## src/rtl/tlcd_pkg.sv

```systemverilog
// Shared constants and types for the LCD message arbiter: blank text,
// FSM encoding, default timing and 5 kHz clock-time constants.
package tlcd_pkg;

    localparam logic [127:0] BLANK_LINE = {16{8'h20}};

    typedef enum logic [1:0] {
        ST_IDLE  = 2'd0,
        ST_PULSE = 2'd1,
        ST_HOLD  = 2'd2
    } state_t;

    localparam int unsigned DEF_RST_PULSE   = 2;
    localparam int unsigned DEF_HOLD_CYCLES = 2500;

    localparam int unsigned CLK_HZ        = 5000;
    localparam int unsigned CLK_PERIOD_US = 1_000_000 / CLK_HZ;
    localparam int unsigned CYCLES_PER_MS = CLK_HZ / 1000;

endpackage

```

## src/rtl/rr_arb2.sv

```systemverilog
// Two-requester round-robin picker; LAST remembers the most recent winner
// so a tie goes to the other requester.
module rr_arb2 (
    input  logic       clk,
    input  logic       rst_n,
    input  logic [1:0] req,
    input  logic       update,
    output logic       valid,
    output logic       winner
);

    logic last;

    // NOTE: every always_comb output gets a default first so no path can infer a latch.
    always_comb begin
        valid  = |req;
        winner = req[1];
        if (req == 2'b11) winner = ~last;
    end

    // NOTE: sequential state uses non-blocking assignments so all flops update together.
    always_ff @(posedge clk or negedge rst_n) begin
        if (!rst_n)                last <= 1'b1;
        else if (update && valid)  last <= winner;
    end

endmodule

```

## src/rtl/tlcd_msg_arbiter.sv

```systemverilog
// Grants one of two text sources to the LCD controller, latches its text and
// forces a full redraw with a timed LCD_RESETN pulse followed by a hold-off.
module tlcd_msg_arbiter
    import tlcd_pkg::*;
#(
    parameter int unsigned RST_PULSE   = DEF_RST_PULSE,
    parameter int unsigned HOLD_CYCLES = DEF_HOLD_CYCLES
) (
    input  logic         CLK,
    input  logic         RESETN,
    input  logic [1:0]   REQ,
    input  logic [127:0] TEXT_UPPER_0,
    input  logic [127:0] TEXT_LOWER_0,
    input  logic [127:0] TEXT_UPPER_1,
    input  logic [127:0] TEXT_LOWER_1,
    output logic [1:0]   ACK,
    output logic         GRANT_ID,
    output logic [127:0] TEXT_STRING_UPPER,
    output logic [127:0] TEXT_STRING_LOWER,
    output logic         LCD_RESETN,
    output logic         BUSY
);

    localparam logic [15:0] PULSE_LOAD = 16'(RST_PULSE - 1);
    localparam logic [15:0] HOLD_LOAD  = 16'(HOLD_CYCLES - 1);

    state_t      state;
    logic [15:0] cnt;
    logic        grant_valid;
    logic        winner;

    rr_arb2 u_arb (
        .clk    (CLK),
        .rst_n  (RESETN),
        .req    (REQ),
        .update (state == ST_IDLE),
        .valid  (grant_valid),
        .winner (winner)
    );

    // Reset lands in PULSE so the display is blanked and redrawn after power-up.
    always_ff @(posedge CLK or negedge RESETN) begin
        if (!RESETN) begin
            state             <= ST_PULSE;
            cnt               <= PULSE_LOAD;
            TEXT_STRING_UPPER <= BLANK_LINE;
            TEXT_STRING_LOWER <= BLANK_LINE;
            ACK               <= 2'b00;
            GRANT_ID          <= 1'b0;
            LCD_RESETN        <= 1'b0;
            BUSY              <= 1'b1;
        end else begin
            ACK <= 2'b00;
            case (state)
                ST_IDLE: begin
                    if (grant_valid) begin
                        TEXT_STRING_UPPER <= winner ? TEXT_UPPER_1 : TEXT_UPPER_0;
                        TEXT_STRING_LOWER <= winner ? TEXT_LOWER_1 : TEXT_LOWER_0;
                        GRANT_ID          <= winner;
                        ACK               <= winner ? 2'b10 : 2'b01;
                        LCD_RESETN        <= 1'b0;
                        BUSY              <= 1'b1;
                        cnt               <= PULSE_LOAD;
                        state             <= ST_PULSE;
                    end
                end
                ST_PULSE: begin
                    if (cnt == 16'd0) begin
                        LCD_RESETN <= 1'b1;
                        cnt        <= HOLD_LOAD;
                        state      <= ST_HOLD;
                    end else begin
                        cnt <= cnt - 16'd1;
                    end
                end
                ST_HOLD: begin
                    if (cnt == 16'd0) begin
                        BUSY  <= 1'b0;
                        state <= ST_IDLE;
                    end else begin
                        cnt <= cnt - 16'd1;
                    end
                end
                default: state <= ST_IDLE;
            endcase
        end
    end

    // A zero parameter would make the counter load wrap to 16'hFFFF.
    always_ff @(posedge CLK) begin
        assert (RST_PULSE >= 1 && RST_PULSE <= 15 &&
                HOLD_CYCLES >= 1 && HOLD_CYCLES <= 65535);
    end

endmodule

```

## config.mk

```make
export PLATFORM = sky130hd
export DESIGN_NAME = tlcd_msg_arbiter
export DESIGN_NICKNAME = d
export VERILOG_FILES = /design/src/rtl/tlcd_pkg.sv /design/src/rtl/rr_arb2.sv /design/src/rtl/tlcd_msg_arbiter.sv
export SDC_FILE = /design/constraint.sdc
export NUM_CORES = 1
export LEC_CHECK = 0
export CAP_MARGIN = 25
export CORE_AREA = 4 4 299 301
export DETAILED_ROUTE_END_ITERATION = 7
export DIE_AREA = 0 0 303 305
export GPL_ROUTABILITY_DRIVEN = 0
export GPL_TIMING_DRIVEN = 0
export PLACE_DENSITY = 0.38
export SKIP_CTS_REPAIR_TIMING = 1
export SLEW_MARGIN = 20
export SYNTH_ARGS = -nofsm -noshare
export SYNTH_HDL_FRONTEND = slang
export SYNTH_HIERARCHICAL = 1
export SYNTH_SLANG_ARGS = --single-unit
```

## constraint.sdc

```tcl
create_clock -name CLK -period 5.3 [get_ports CLK]
set_input_delay 1.06 -clock CLK [delete_from_list [all_inputs] [get_ports CLK]]
set_output_delay 1.06 -clock CLK [all_outputs]
set_load 0.005 [all_outputs]
```

==> qor.csv, run 1 <==
metric,value,unit
"CP delay by family, top",buffers and inverters,
Peak Freq,240,MHz
pwr/cell area,516,nW/um2
max-slew violation count,0,
Initial Util,14.9,%
"Net count, final",2599,
"Reg clk slew, reported paths",0.05,ns
clk root buf,clkbuf_16,
I/O pin count,777,
Clock Sinks,280,
Synth top area share,47.2,%
Worst path most repeated cell,clkbuf_1,
# H-tree levels,2,
synthesized flop and latch total,280,
final setup fails,0,
worst vdd ir,0.146,mV
Post-DRT Antenna Nets,0,
Synth Instances,1256,
crit path max fanout,8,
layout cell share with drive strength beyond 1,5.27,%
Slew headroom,28.9,%
slowest CP cell,mux2i_1,
largest cells by area after synthesis,"dfrtp_1 47%, mux2i_1 20%, o21ai_0 10%, nand2_1 7.7%, dfstp_2 7.3%",
DP HPWL,57500,um
drt wl/cell,21.5,um
CP bufs+invs,6,
Avg Inst Size Synth,10.3,um2
via/cell ratio,3.83,
reg2reg start,u_arb/last,
Core Area,86600,um2
Inserted Clock Buffers,38,
Post-route DRC,0,
Critical Path AT,4.55,ns
Worst-Margin Slew,1.04,ns
minimum clock period,4.17,ns
Synth Warn #,6,
worst r2r path cells,8,
"EDFF count, synth",0,
leakage power,9.61,nW
PnR worst setup slack,1.13,ns
"Clk Latency, worst-skew pair",0.55,ns
CP startpoint,REQ[1],
largest net degree at the start of global routing,90,
row cnt,108,
vias in the first global route,13700,
gr usage total,14.5,%
r2r setup slk,1.84,ns
crit path launch type,input pin,
Setup crit end kind,register,
DP Worst Slack,0.302,ns
"Core Util, Final",27.1,%
period utilisation layout,78.6,%
area grow syn2layout,81.8,%
reg2reg end,TEXT_STRING_LOWER[68],
final setup TNS,0,ns
Post-Syn Area,12900,um2
First-pass DRT Iterations,4,
slowest cell delay on critical path,0.87,ns
Synth Net Count,1777,
Setup crit end,TEXT_STRING_LOWER[68],
Crit Path Class,input pin to register,
number of max-cap violations,0,
initial antenna violation count,8,
RSZ-0062 raised after global routing,false,
1st-iter DRT viols,417,
Yosys cell types,46,
Clock Path Buffers,3,
sequential fraction of the synthesis area,54.6,%
clk_skew,0.0106,ns
Die Wd,303,um
post-synth top area cell,dfrtp_1,
"non-filler cells, final",3264,
ys async rst share,100,%
Port Buf Inserts,776,
Die H,305,um
GRT overflow,0,
critical path cell sequence,clkdlybuf4s50_1 > a21boi_0 > clkbuf_1 > clkbuf_1 > buf_6 > clkbuf_1 > buf_6 > mux2i_1 > o21ai_0,
HP Class,input pin to asynchronous set/reset pin,
Crit. path cell count,9,
Detailed Route WL,70200,um
placed cells,3191,
Final Hold Vio Count,0,
"Req. time, crit path",5.68,ns
CTS tree,yes,
"Top FF cell, synth",dfrtp_1,
status,completed,
Die ar.,92400,um2
global-route wire length before repair,97200,um
Filler cells,9140,
via count,12500,
-- worst min path at each step --
stage	endpoint
2_1_floorplan	cnt[6]
3_3_place_gp	cnt[6]
5_1_grt	TEXT_STRING_LOWER[127]
6_report	TEXT_STRING_LOWER[127]
4_1_cts	TEXT_STRING_LOWER[127]
3_5_place_dp	cnt[6]
-- synthesized netlist by cell type, drive strengths merged, types with 2 or more instances --
library cell	number
a21boi	2
a21o	4
a21oi	9
a31oi	2
and2	2
and3	2
buf	11
clkbuf	78
dfrtp	244
dfstp	36
ha	5
inv	5
mux2i	256
nand2	265
nand2b	3
nand3	7
nor2	16
nor3	3
nor4	3
o21ai	273
o22ai	2
o31ai	3
or2	2
or3	7
or4	3
-- per-layer routing --
layer	vias to the layer above	track usage (%)	wire length, um	part of all wire (%)
li1	6012	-	-	-
met5	-	0	0	0
met4	0	4.26	1880	2.7
met3	85	4.16	5220	7.4
met2	450	26.5	36300	52
met1	5956	16.2	26800	38
-- report_power, final --
group	switching [mW]	leakage [nW]	internal (mW)
Clock	1.01	0.605	1.55
Sequential	0.583	3.40	3.27
Combinational	2.85	5.61	2.86
-- cells by family (layout without fill, tap and decap cells) --
family | after synthesis | count (layout) | share of synthesized area [%]
simple gates | 318 | 318 | 10.0
mux | 257 | 257 | 19.9
fa+ha+maj | 5 | 5 | 0.484
compound gates | 302 | 302 | 12.2
other cells | 0 | 4 | 0
buf+inv | 94 | 943 | 2.80
flops | 280 | 280 | 54.6
-- stage by stage --
stage / cell area, um2 / total power, mW / hold slack [ns]
2_1_floorplan: 12900 / 5.91 / 0.436
3_3_place_gp: 22100 / 9.73 / 0.456
3_5_place_dp: 22200 / 9.78 / 0.460
4_1_cts: 23500 / 12.5 / 0.428
5_1_grt: 23500 / 13.1 / 0.464
6_report: 23500 / 12.1 / 0.450
-- cell type report --
cell class / count / area, um2 / area share (%)
inverters: 5 / 18.8 / 0.0799
repair buffers: 782 / 7890 / 33.6
clock inverters: 6 / 55.1 / 0.234
multi-input cells: 882 / 5510 / 23.4
well taps: 1155 / 1450 / 6.15
plain buffers: 89 / 345 / 1.47
clock buffers: 61 / 1170 / 4.98
diodes: 4 / 10.0 / 0.0426
flip-flops and latches: 280 / 7050 / 30.0
-- state kept, by name, summed over array words and instances (netlist names) --
register,flops
ACK,2
u_arb/last,1
cnt,16
TEXT_STRING_UPPER,128
TEXT_STRING_LOWER,128
LCD_RESETN,1
GRANT_ID,1
BUSY,1
state,2
-- cell usage in the layout (no fill, tap or decap), types with 4 or more instances in the layout --
| master | netlist | layout |
|---|---|---|
| inv_1 | 5 | 5 |
| mux2i_1 | 256 | 256 |
| nand3_1 | 7 | 7 |
| clkbuf_1 | 78 | 89 |
| nor2_1 | 15 | 15 |
| diode_2 | 0 | 4 |
| buf_1 | 9 | 9 |
| o21ai_0 | 271 | 271 |
| clkbuf_8 | 0 | 7 |
| clkinv_2 | 0 | 5 |
| a21oi_1 | 9 | 9 |
| ha_1 | 5 | 5 |
| nand2_1 | 265 | 265 |
| clkdlybuf4s50_1 | 0 | 775 |
| dfstp_2 | 36 | 36 |
| dfrtp_1 | 244 | 244 |
| clkbuf_16 | 0 | 41 |
| or3_1 | 7 | 7 |
| a21o_1 | 4 | 4 |
Power figures use the tool's default switching activity.
==> run 2, diff against run 1 <==
Settings changed: CORE_AREA 4 4 299 301 to 4 4 300 302, DIE_AREA 0 0 303 305 to 0 0 304 306, PLACE_DENSITY 0.38 to 0.39.
Clock period 5.3 ns to 3.65 ns, I/O delays scaled along.
==> run 2 against run 1 <==
First-iteration DRC count is 5.5% lower. Clock power is 48% higher. Via count rose by 0.43%. Sequential share of layout area decreased by 0.12 points. Sequential cell count did not move. Largest cell class unchanged.
==> qor.csv, run 2 (synthesized netlist as in run 1, its figures left out) <==
metric,value,unit
Overall Power,17.6,mW
via count,12600,
DP HPWL,55300,um
Detailed Route WL,67800,um
leakage power,9.66,nW
worst vdd ir,0.214,mV
# H-tree levels,2,
crit path launch type,input pin,
Post-DRT Antenna Nets,0,
Setup crit end kind,register,
via/cell ratio,3.83,
DP Worst Slack,-0.789,ns
GRT overflow,0,
"Net count, final",2600,
HP Class,input pin to asynchronous set/reset pin,
Slew headroom,38.7,%
PnR worst setup slack,0.351,ns
period utilisation layout,90.4,%
Peak Freq,303,MHz
Post-route DRC,0,
1st-iter DRT viols,394,
Clock Path Buffers,3,
"non-filler cells, final",3280,
"Clk Latency, worst-skew pair",0.54,ns
pwr/cell area,748,nW/um2
Clock Sinks,280,
hold_ws,0.0800,ns
Crit Path Class,input pin to register,
RSZ-0062 raised after global routing,false,
Final Hold Vio Count,0,
Die Wd,304,um
top flop regs,"TEXT_STRING_LOWER: 128 flops, TEXT_STRING_UPPER: 128 flops, cnt: 16 flops",
global-route wire length before repair,96500,um
Worst-Margin Slew,0.920,ns
Critical Path AT,3.74,ns
largest net degree at the start of global routing,91,
Inserted Clock Buffers,39,
area grow syn2layout,82.6,%
First-pass DRT Iterations,5,
"commonest non-fill, non-tap cell in the layout",clkdlybuf4s50_1,
"Reg clk slew, reported paths",0.05,ns
number of max-cap violations,0,
Port Buf Inserts,776,
layout cell share with drive strength beyond 1,5.60,%
I/O pin count,777,
"Req. time, crit path",4.09,ns
final setup TNS,0,ns
initial antenna violation count,10,
most frequent cells in the layout,"775 x clkdlybuf4s50_1, 271 x o21ai_0, 265 x nand2_1",
vias in the first global route,13800,
max-slew violation count,0,
drt wl/cell,20.7,um
gr usage total,14.0,%
placed cells,3201,
clk_skew,0.0127,ns
Die H,306,um
clk root buf,clkbuf_16,
Die ar.,93000,um2
Core Area,87700,um2
minimum clock period,3.30,ns
crit path max fanout,10,
row cnt,109,
Initial Util,14.7,%
CTS tree,yes,
status,completed,
final setup fails,0,
[run 2: cell types whose count changed in the layout (fill, tap and decap cells not counted), moves of 2 or more]
cell,change
clkbuf_1,-4
clkbuf_2,+4
clkbuf_8,+4
clkdlybuf4s15_1,+2
diode_2,+2
[run 2: per-stage QoR]
stage | util (%) | instance area (um2)
floorplan | - | 12900
global placement | 25.3 | 22100
detailed placement | 25.4 | 22200
CTS | 26.8 | 23500
global route | 26.9 | 23600
finish | 26.9 | 23600
[run 2: critical path, stage by stage]
cell and delay (ns):
clkdlybuf4s50_1 0.49, a21boi_0 0.17, clkbuf_1 0.45, clkbuf_2 0.54, clkbuf_1 0.73, mux2i_1 0.48
o21ai_0 0.13
[run 2: area by class of cell]
type / count / area [um2]
fillers: 9230 / 64100
repair buffers: 782 / 7900
flip-flops and latches: 280 / 7050
multi-input cells: 882 / 5510
well taps: 1165 / 1460
clock buffers: 66 / 1230
plain buffers: 89 / 363
clock inverters: 5 / 50.0
inverters: 5 / 18.8
diodes: 6 / 15.0
[run 2: final timing paths]
check,start,slack (ns),endpoint,cells past startpoint
worst max-delay path,REQ[1],0.35,TEXT_STRING_UPPER[21],7
worst min-delay path,RESETN,0.08,TEXT_STRING_UPPER[59],1
worst max register to register,state[0],0.61,TEXT_STRING_UPPER[75],8
worst min register to register,TEXT_STRING_LOWER[44],0.47,TEXT_STRING_LOWER[44],2
max in group asynchronous,RESETN,2.35,TEXT_STRING_LOWER[37],3
min in group CLK,TEXT_STRING_LOWER[44],0.47,TEXT_STRING_LOWER[44],2
[run 2: metal layers]
metal  GRT usage [%]  wire length, um  part of all wire (%)  up-vias
met1            15.5            26000                    38     5968
met2            25.6            35000                    52      458
met3            4.50             4920                   7.3       96
met5               0               27                 0.040        -
met4            3.97             1910                   2.8        4
li1                -                -                     -     6031
[run 2: power breakdown]
| part | switching [mW] | internal (mW) |
|---|---|---|
| registers | 0.861 | 4.75 |
| logic | 4.07 | 4.17 |
| clock network | 1.45 | 2.35 |
==> run 3, diff against run 2 <==
Settings changed: CORE_AREA 4 4 300 302 to 2 2 298 300, DIE_AREA 0 0 304 306 to 0 0 300 302.
==> run 3 against run 2 <==
Hold slack worse by 0.0036 ns. Routed wire length fell by 2.0%. Final cell count fell by 0.18%. Sequential share of layout area about the same. Critical path depth increased by 1. Die area shrank 2.6%. Critical path type unchanged. Critical endpoint is now TEXT_STRING_LOWER[68]. Largest power group unchanged. Highest routed layer unchanged.
==> qor.csv, run 3 (synthesized netlist as in run 1, its figures left out) <==
metric,value,unit
"Req. time, crit path",4.04,ns
"Net count, final",2599,
pwr/cell area,751,nW/um2
# H-tree levels,2,
Core Area,87600,um2
1st-iter DRT viols,530,
Die H,302,um
Placed Area,22300,um2
Clock Path Buffers,3,
minimum clock period,3.27,ns
Post-route DRC,0,
crit path launch type,input pin,
gr usage total,14.1,%
worst vdd ir,0.231,mV
final setup fails,0,
Die Wd,300,um
initial antenna violation count,4,
Post-DRT Antenna Nets,0,
Critical Path AT,3.66,ns
vias in the first global route,13400,
Port Buf Inserts,776,
via count,12500,
"commonest non-fill, non-tap cell in the layout",clkdlybuf4s50_1,
leakage power,9.65,nW
Setup crit end kind,register,
PnR worst setup slack,0.380,ns
Clock Sinks,280,
Peak Freq,306,MHz
Slew headroom,35.8,%
via/cell ratio,3.83,
period utilisation layout,89.6,%
final setup TNS,0,ns
Crit Path Class,input pin to register,
largest net degree at the start of global routing,90,
clk_skew,0.0144,ns
clk root buf,clkbuf_16,
area grow syn2layout,82.4,%
global-route wire length before repair,93800,um
Inserted Clock Buffers,39,
DP Worst Slack,-0.599,ns
"Reg clk slew, reported paths",0.06,ns
Finished Cell Area,23600,um2
DP HPWL,54100,um
number of max-cap violations,0,
GRT overflow,0,
drt wl/cell,20.3,um
HP Class,input pin to asynchronous set/reset pin,
Die ar.,90600,um2
CTS tree,yes,
RSZ-0062 raised after global routing,false,
"non-filler cells, final",3274,
layout cell share with drive strength beyond 1,5.41,%
Final Hold Vio Count,0,
status,completed,
most frequent cells in the layout,"775 x clkdlybuf4s50_1, 271 x o21ai_0, 265 x nand2_1",
top flop regs,"TEXT_STRING_LOWER: 128 flops, TEXT_STRING_UPPER: 128 flops, cnt: 16 flops",
Filler cells,9316,
row cnt,109,
"Clk Latency, worst-skew pair",0.54,ns
crit path max fanout,10,
Initial Util,14.8,%
I/O pin count,777,
max-slew violation count,0,
Detailed Route WL,66500,um
First-pass DRT Iterations,5,
placed cells,3203,
Worst-Margin Slew,0.963,ns
Overall Power,17.7,mW
run 3: worst paths after layout:
kind,cells after the start,start,to,slack [ns]
worst max-delay path,8,REQ[1],TEXT_STRING_LOWER[68],0.38
worst min-delay path,1,RESETN,TEXT_STRING_UPPER[100],0.08
worst max register to register,9,state[0],TEXT_STRING_LOWER[3],0.48
worst min register to register,1,cnt[6],cnt[6],0.46
max in group asynchronous,3,RESETN,TEXT_STRING_LOWER[109],2.33
min in group CLK,1,cnt[6],cnt[6],0.46
run 3: metal layers:
metal	share of wire [%]	track usage (%)	vias up	wire (um)
li1	-	-	6001	-
met1	38	16.1	6039	25600
met2	52	25.5	421	34700
met3	7.1	4.23	68	4750
met4	2.2	3.67	2	1480
met5	0.018	0	-	12
run 3: worst max-delay path: stages:
cell and delay, ns:
clkdlybuf4s50_1 0.50, a21boi_0 0.17, clkbuf_1 0.40, clkbuf_1 0.40, buf_6 0.23, clkdlybuf4s15_1 0.68, mux2i_1 0.41, o21ai_0 0.12
run 3: metrics by stage:
| step | hold slack, ns | utilization [%] |
|---|---|---|
| 3_3_place_gp | 0.457 | 25.3 |
| 4_1_cts | 0.0460 | 26.9 |
| 3_5_place_dp | 0.461 | 25.4 |
| 6_report | 0.0764 | 26.9 |
| 5_1_grt | 0.0718 | 26.9 |
| 2_1_floorplan | 0.434 | - |
run 3: cell type report:
type	count	area, um2	share of cell area [%]
timing repair buffer	782	7900	33.5
sequential	280	7050	29.9
multi-input combinational	882	5510	23.4
tap	1165	1460	6.18
clock buffer	61	1160	4.93
buffer	88	349	1.48
clock inverter	9	120	0.510
inverter	5	18.8	0.0796
antenna	2	5.00	0.0212
run 3: power by group:
group	switching [mW]	total, mW	internal (mW)
sequential	0.889	5.64	4.75
combinational	4.02	8.18	4.16
clock	1.49	3.88	2.39
